File: src/rtl/alu_pkg.sv
// Shared definitions for the ALU slice datapath.
//
// Contents:
//   alu_op_e         - 3-bit opcode encoding used on the S input.
//   alu_is_arith()   - true for opcodes that route through the add/sub path
//                      (the only ones whose carry-out reaches CO).
package alu_pkg;

    typedef enum logic [2:0] {
        OP_PASS_B = 3'b000,
        OP_RSVD1  = 3'b001,
        OP_ADD    = 3'b010,
        OP_SUB    = 3'b011,
        OP_AND    = 3'b100,
        OP_OR     = 3'b101,
        OP_XOR    = 3'b110,
        OP_RSVD7  = 3'b111
    } alu_op_e;

    function automatic logic alu_is_arith(input alu_op_e op);
        return (op == OP_ADD) || (op == OP_SUB);
    endfunction

endpackage

File: src/rtl/alu_add_sub.sv
// Combinational add/subtract core of the ALU slice.
//
// Ports:
//   a    [WIDTH-1:0] in   operand A
//   b    [WIDTH-1:0] in   operand B
//   ci               in   carry-in to the LSB
//   sub              in   1 = invert B before adding (A + ~B + ci)
//   sum  [WIDTH-1:0] out  low WIDTH bits of the sum
//   co               out  carry out of the MSB
//
// Subtraction does not force the carry-in: a true two's-complement A-B
// needs ci=1 from the caller, which keeps chained slices uniform.
module alu_add_sub #(
    parameter int WIDTH = 1
) (
    input  logic [WIDTH-1:0] a,
    input  logic [WIDTH-1:0] b,
    input  logic             ci,
    input  logic             sub,
    output logic [WIDTH-1:0] sum,
    output logic             co
);

    logic [WIDTH-1:0] b_eff;
    logic [WIDTH:0]   total;

    assign b_eff = b ^ {WIDTH{sub}};

    // One extra bit of headroom so the MSB carry lands in total[WIDTH].
    assign total = {1'b0, a} + {1'b0, b_eff} + {{WIDTH{1'b0}}, ci};

    assign sum = total[WIDTH-1:0];
    assign co  = total[WIDTH];

endmodule

File: src/rtl/bit_alu_slice.sv
// Registered ALU slice: pass-B, add, subtract, AND, OR, XOR.
//
// Ports:
//   clk              in   rising-edge clock
//   reset            in   synchronous, active-high reset (clears out and CO)
//   A    [WIDTH-1:0] in   operand A
//   B    [WIDTH-1:0] in   operand B
//   CI               in   carry-in (used only by add/subtract)
//   S    [2:0]       in   opcode, see alu_pkg::alu_op_e
//   out  [WIDTH-1:0] out  registered result
//   CO               out  registered carry-out (0 for non-arithmetic ops)
//
// Timing: there is no valid/ready handshake. Every rising edge with
// reset=0 captures the result of the inputs present before that edge, and
// it is visible on out/CO until the following edge. Reset wins over any
// operation presented in the same cycle.
module bit_alu_slice
    import alu_pkg::*;
#(
    parameter int WIDTH = 1
) (
    input  logic             clk,
    input  logic             reset,
    input  logic [WIDTH-1:0] A,
    input  logic [WIDTH-1:0] B,
    input  logic             CI,
    input  logic [2:0]       S,
    output logic [WIDTH-1:0] out,
    output logic             CO
);

    alu_op_e          op;
    logic [WIDTH-1:0] as_sum;
    logic             as_co;
    logic [WIDTH-1:0] out_next;
    logic             co_next;

    assign op = alu_op_e'(S);

    // S[0] is the subtract select inside the arithmetic pair 010/011.
    alu_add_sub #(
        .WIDTH (WIDTH)
    ) u_add_sub (
        .a   (A),
        .b   (B),
        .ci  (CI),
        .sub (S[0]),
        .sum (as_sum),
        .co  (as_co)
    );

    always_comb begin
        out_next = '0;
        co_next  = 1'b0;
        case (op)
            OP_PASS_B: out_next = B;
            OP_ADD,
            OP_SUB:    out_next = as_sum;
            OP_AND:    out_next = A & B;
            OP_OR:     out_next = A | B;
            OP_XOR:    out_next = A ^ B;
            default:   out_next = '0;
        endcase
        if (alu_is_arith(op)) begin
            co_next = as_co;
        end
    end

    // Reset is tested first so unknown opcode bits never reach the
    // register while reset is asserted.
    always_ff @(posedge clk) begin
        if (reset) begin
            out <= '0;
            CO  <= 1'b0;
        end else begin
            out <= out_next;
            CO  <= co_next;
        end
    end

endmodule

File: config.mk
export PLATFORM = sky130hd
export DESIGN_NAME = bit_alu_slice
export DESIGN_NICKNAME = d
export VERILOG_FILES = /design/src/rtl/alu_pkg.sv /design/src/rtl/alu_add_sub.sv /design/src/rtl/bit_alu_slice.sv
export SDC_FILE = /design/constraint.sdc
export NUM_CORES = 1
export LEC_CHECK = 0
export CORE_AREA = 2 2 39 41
export DETAILED_ROUTE_END_ITERATION = 10
export DIE_AREA = 0 0 41 43
export PLACE_DENSITY_LB_ADDON = 0.08
export SYNTH_ARGS = -nofsm -noshare
export SYNTH_HDL_FRONTEND = slang
export SYNTH_SLANG_ARGS = --single-unit
File: constraint.sdc
create_clock -name clk -period 1.9 [get_ports clk]
set_input_delay 0.285 -clock clk [delete_from_list [all_inputs] [get_ports clk]]
set_output_delay 0.285 -clock clk [all_outputs]
set_load 0.005 [all_outputs]
==> results.sh, run 1 <==
export IMPL_maxCapViolations=0
export IMPL_area_growth_pct=87.4
export IMPL_grt_setup_unrepaired="false"
export IMPL_core_sq_um=1380
export IMPL_dp_slack_ns=0.00706
export IMPL_worstPathMaxFanout=2
export IMPL_peakVddDrop_uv=142
export IMPL_hold_viol_final=0
export IMPL_htreeDepth=1
export IMPL_gp_congestion=0.656
export IMPL_synth_nets=30
export IMPL_antenna_cells=0
export IMPL_io_pins=10
export IMPL_max_slew_worst_pin_slew_ns=0.196
export IMPL_path_clk_slew_ns=0.03
export IMPL_max_freq_ghz=0.609
export IMPL_setup_viol=0
export IMPL_status="complete, no violations"
export IMPL_cts_hold_buf=0
export IMPL_p_leak_nw=0.135
export IMPL_drtIter0Drc=2
export IMPL_cts_resized_gates=0
export IMPL_tns_ns=0
export IMPL_finalCriticalPeriod_ns=1.64
export IMPL_grt_overflow=0
export IMPL_initial_core_util_pct=12.2
export IMPL_rows=14
export IMPL_fin_crit_sh_pct=86.5
export IMPL_hpwl_um=328
export IMPL_clock_sinks=2
export IMPL_antenna_left=0
export IMPL_syn_inst=19
export IMPL_cts_max_path_buffers=2
export IMPL_fin_ws_ns=0.257
export IMPL_drv_slew=0
export IMPL_critPathCaptureType="flop"
export IMPL_first_pass_iters=2
export IMPL_start_kind="primary input"
export IMPL_slew_headroom_pct=86.9
export IMPL_cts_root_buf="clkbuf_4"
export IMPL_dieHeight_um=43
export IMPL_yosysWarnings=0
export IMPL_fillerInstances=162
export IMPL_wl_um=380
export IMPL_dr_total_vias=170
export IMPL_first_global_vias=156
export IMPL_synth_seq_cells=2
export IMPL_routedWlPerCell_um=7.76
export IMPL_multi_input_area_sq_um=118
export IMPL_io_buffers=9
export IMPL_hp_class="primary input to flop"
export IMPL_grt_usage_pct=5.91
export IMPL_synth_top_area_cell="dfxtp_1"
export IMPL_drc_errors=0
export IMPL_cp_required_ns=2.03
export IMPL_synthTopCellsByArea="dfxtp_1 (24%), ha_1 (15%), fa_1 (12%)"
export IMPL_post_cts_setup_buffers=0
export IMPL_synth_cell_types=14
export IMPL_die_area_sq_um=1760
export IMPL_grt_antenna_before_repair=0
export IMPL_grt_pass1_wl_um=634
export IMPL_critPathKind="primary input to flop"
export IMPL_seq_area_sq_um=40.0
export IMPL_routed_via_density=3.47
export IMPL_cts_tree="done"
export IMPL_fp_dieW_um=41
export IMPL_synth_avg_cell_area_sq_um=8.89
export IMPL_final_layout_size_suffix_gt1_share_pct=15.2
export IMPL_synth_top_area_share_pct=23.7
export IMPL_hold_slack_ns=0.644
export IMPL_cts_inserted_buffers=3
export IMPL_crit_arrival_ns=1.77
export IMPL_netlist_area_sq_um=169
export IMPL_grt_max_degree=5
export IMPL_p_per_area_nw_per_um2=589
export IMPL_ys_seq_area_share_pct=23.7
export IMPL_fin_nets=46
==> worst max-delay path, cell delays in order <==
cell             delay, ns
clkdlybuf4s50_1       0.50
xnor2_1               0.14
fa_1                  0.44
nor2_1                0.12
a31oi_1               0.05
a311oi_1              0.23
==> cell usage after synthesis <==
cell type and n:
nand2b_1 2, nor2_1 1, dfxtp_1 2, nand2_1 1, o21bai_1 1, a311oi_1 1
o31a_1 1, a31oi_1 1, or2b_1 1, xnor2_1 1, nor3_1 1, fa_1 1
ha_1 2, inv_1 3
==> registers in the layout, indices dropped and copies added (netlist names) <==
register,flops
out,1
CO,1
==> report_power, final <==
part / switching (mW) / internal, mW
logic: 0.0175 / 0.0308
registers: 0.000491 / 0.0449
clock network: 0.0231 / 0.0696
total: 0.0411 / 0.145
==> logic make-up (layout without fill, tap and decap cells) <==
family | Yosys count | after routing | synth area share [%]
simple gates | 6 | 6 | 19.3
compound gates | 4 | 4 | 18.5
fa+ha+maj | 3 | 3 | 26.7
buf+inv | 3 | 17 | 6.67
flops | 2 | 2 | 23.7
xor+xnor | 1 | 1 | 5.19
==> metal layers <==
| layer | up-vias | GRT usage (%) | part of all wire (%) |
|---|---|---|---|
| li1 | 94 | - | - |
| met1 | 71 | 7.35 | 46 |
| met2 | 5 | 5.63 | 47 |
| met3 | 0 | 4.71 | 6.6 |
| met4 | 0 | 6.00 | 0 |
| met5 | - | 0 | 0 |
==> worst paths after layout <==
check	startpoint	end	slack, ns	depth (start not counted)
worst max-delay path	B	out	0.26	6
worst min-delay path	reset	CO	0.64	2
==> stage by stage <==
| step | util [%] | power [mW] | area (sq um) | cells |
|---|---|---|---|---|
| floorplan | - | 0.0652 | 169 | 19 |
| global placement | 21.2 | 0.0956 | 294 | 46 |
| detailed placement | 21.2 | 0.0954 | 294 | 46 |
| CTS | 22.9 | 0.194 | 317 | 49 |
| global route | 22.9 | 0.202 | 317 | 49 |
| finish | 22.9 | 0.186 | 317 | 49 |
==> layout by cell type, fill, tap and decap left out <==
cell and instances:
nand2b_1 2, clkbuf_4 3, o21bai_1 1, nor2_1 1, or2b_1 1, o31a_1 1
buf_4 2, fa_1 1, nand2_1 1, a31oi_1 1, clkdlybuf4s50_1 9, inv_1 3
a311oi_1 1, nor3_1 1, xnor2_1 1, ha_1 2, dfxtp_1 2
==> final cells by class <==
cell class | instances | share of cell area (%)
inverter | 3 | 3.56
clock buffer | 3 | 7.11
sequential | 2 | 12.6
multi-input combinational | 14 | 37.2
timing repair buffer | 11 | 33.2
tap | 16 | 6.32
No activity file was read; power rests on OpenSTA's default activity.
==> run 2, diff against run 1 <==
--- a/config.mk
+++ b/config.mk
@@ -8,7 +8,9 @@
 export CORE_AREA = 2 2 39 41
 export DETAILED_ROUTE_END_ITERATION = 10
 export DIE_AREA = 0 0 41 43
+export GPL_TIMING_DRIVEN = 0
 export PLACE_DENSITY_LB_ADDON = 0.08
+export SETUP_SLACK_MARGIN = 0.05
 export SYNTH_ARGS = -nofsm -noshare
 export SYNTH_HDL_FRONTEND = slang
 export SYNTH_SLANG_ARGS = --single-unit
==> run 2 against run 1 <==
Net effect:
- clock power is 2.5% higher
- sequential share of layout area is 0.63 points higher
- power is 0.33% lower
- critical endpoint unchanged
- highest routed layer unchanged
==> results.sh, run 2 (synthesis gave the netlist of run 1 again) <==
export IMPL_setup_viol=0
export IMPL_mostFrequentLayoutCell="clkdlybuf4s50_1"
export IMPL_io_pins=10
export IMPL_path_buf_inv=1
export IMPL_power_internal_mw=0.143
export IMPL_drv_slew=0
export IMPL_antenna_cells=0
export IMPL_post_cts_setup_buffers=0
export IMPL_grt_max_degree=5
export IMPL_cts_tree="done"
export IMPL_slew_headroom_pct=86.7
export IMPL_p_per_area_nw_per_um2=616
export IMPL_grt_usage_pct=6.11
export IMPL_max_freq_ghz=0.590
export IMPL_comb_power_share_pct=24.4
export IMPL_dr_total_vias=170
export IMPL_grt_overflow=0
export IMPL_power_frac_clock_pct=51.1
export IMPL_hold_slack_ns=0.639
export IMPL_htreeDepth=1
export IMPL_start_kind="primary input"
export IMPL_antenna_left=0
export IMPL_hpwl_um=326
export IMPL_io_buffers=9
export IMPL_fp_dieW_um=41
export IMPL_holdPathStages=2
export IMPL_wl_met2_um=200
export IMPL_initial_core_util_pct=12.2
export IMPL_final_layout_size_suffix_gt1_share_pct=9.68
export IMPL_path_clk_slew_ns=0.03
export IMPL_critPathCaptureType="flop"
export IMPL_dr_wl_met3_um=22
export IMPL_cp_num_cells=6
export IMPL_drtIter0Drc=2
export IMPL_gp_congestion=0.596
export IMPL_top_regs="CO: 1 flops, out: 1 flops"
export IMPL_worst_path_max_delay_cell="clkdlybuf4s50_1"
export IMPL_first_global_vias=160
export IMPL_critPathKind="primary input to flop"
export IMPL_cts_hold_buf=0
export IMPL_final_cells=47
export IMPL_finalCriticalPeriod_ns=1.70
export IMPL_status="complete, no violations"
export IMPL_cpPeakStageDelay_ns=0.54
export IMPL_worstPathMaxFanout=4
export IMPL_hp_class="primary input to flop"
export IMPL_p_sw_share_pct=23.1
export IMPL_core_sq_um=1380
export IMPL_fin_nets=44
export IMPL_clock_sinks=2
export IMPL_grt_setup_unrepaired="false"
export IMPL_drc_errors=0
export IMPL_cp_required_ns=2.03
export IMPL_die_area_sq_um=1760
export IMPL_grt_pass1_wl_um=634
export IMPL_first_pass_iters=2
export IMPL_crit_arrival_ns=1.83
export IMPL_fillerInstances=154
export IMPL_p_leak_nw=0.125
export IMPL_maxCapViolations=0
export IMPL_path_cells="clkdlybuf4s50_1 -> xnor2_1 -> fa_1 -> nor2_1 -> a31oi_1 -> a311oi_1"
export IMPL_area_growth_pct=78.5
export IMPL_cts_max_path_buffers=2
export IMPL_highest_layer="met3"
export IMPL_layout_common_cells="clkdlybuf4s50_1 (9), inv_1 (3), clkbuf_4 (3)"
export IMPL_routed_via_density=3.62
export IMPL_dp_cells=44
export IMPL_peakVddDrop_uv=132
export IMPL_cpLargestDelayFamily="buffers and inverters"
export IMPL_routedLengthMet1_um=174
export IMPL_rows=14
export IMPL_max_slew_worst_pin_slew_ns=0.198
export IMPL_wl_um=397
export IMPL_dieHeight_um=43
export IMPL_tns_ns=0
export IMPL_fin_crit_sh_pct=89.3
export IMPL_seq_power_share_pct=24.5
export IMPL_routedWlPerCell_um=8.45
export IMPL_switchingPower_mw=0.0429
export IMPL_cts_inserted_buffers=3
export IMPL_cts_resized_gates=0
export IMPL_hold_viol_final=0
export IMPL_cts_root_buf="clkbuf_4"
export IMPL_grt_antenna_before_repair=0
-- run 2: per-stage QoR --
step	util (%)	setup slack, ns	power (mW)	area [sq um]
floorplan	-	0.591	0.0652	169
global route	21.8	0.0871	0.202	302
finish	21.8	0.204	0.186	302
CTS	21.8	0.183	0.194	302
global placement	20.2	-0.0667	0.0924	279
detailed placement	20.2	-0.0571	0.0926	279
-- run 2: path summary, 6_finish.rpt --
path                  startpoint  endpoint  slack (ns)
worst max-delay path        S[0]       out        0.20
worst min-delay path       reset       out        0.64
-- run 2: power groups by stage --
| stage | registers [mW] | clock network (mW) | logic [mW] |
|---|---|---|---|
| floorplan | 0.0464 | 0 | 0.0188 |
| global placement | 0.0459 | 0 | 0.0465 |
| detailed placement | 0.0460 | 0 | 0.0466 |
| CTS | 0.0455 | 0.102 | 0.0467 |
| global route | 0.0456 | 0.106 | 0.0505 |
| finish | 0.0454 | 0.0950 | 0.0454 |
-- run 2: layout make-up --
cell class | instances | area, sq um | share of cell area (%)
clock buffer | 3 | 22.5 | 7.47
inverter | 3 | 11.3 | 3.73
multi-input combinational | 14 | 118 | 39.0
sequential | 2 | 40.0 | 13.3
tap | 16 | 20.0 | 6.64
timing repair buffer | 9 | 90.1 | 29.9
-- run 2: layer usage --
metal / GRT usage (%) / up-vias
met1: 5.75 / 76
met4: 8.00 / 0
met2: 6.88 / 5
met3: 4.71 / 0
li1: - / 89
met5: 0 / -
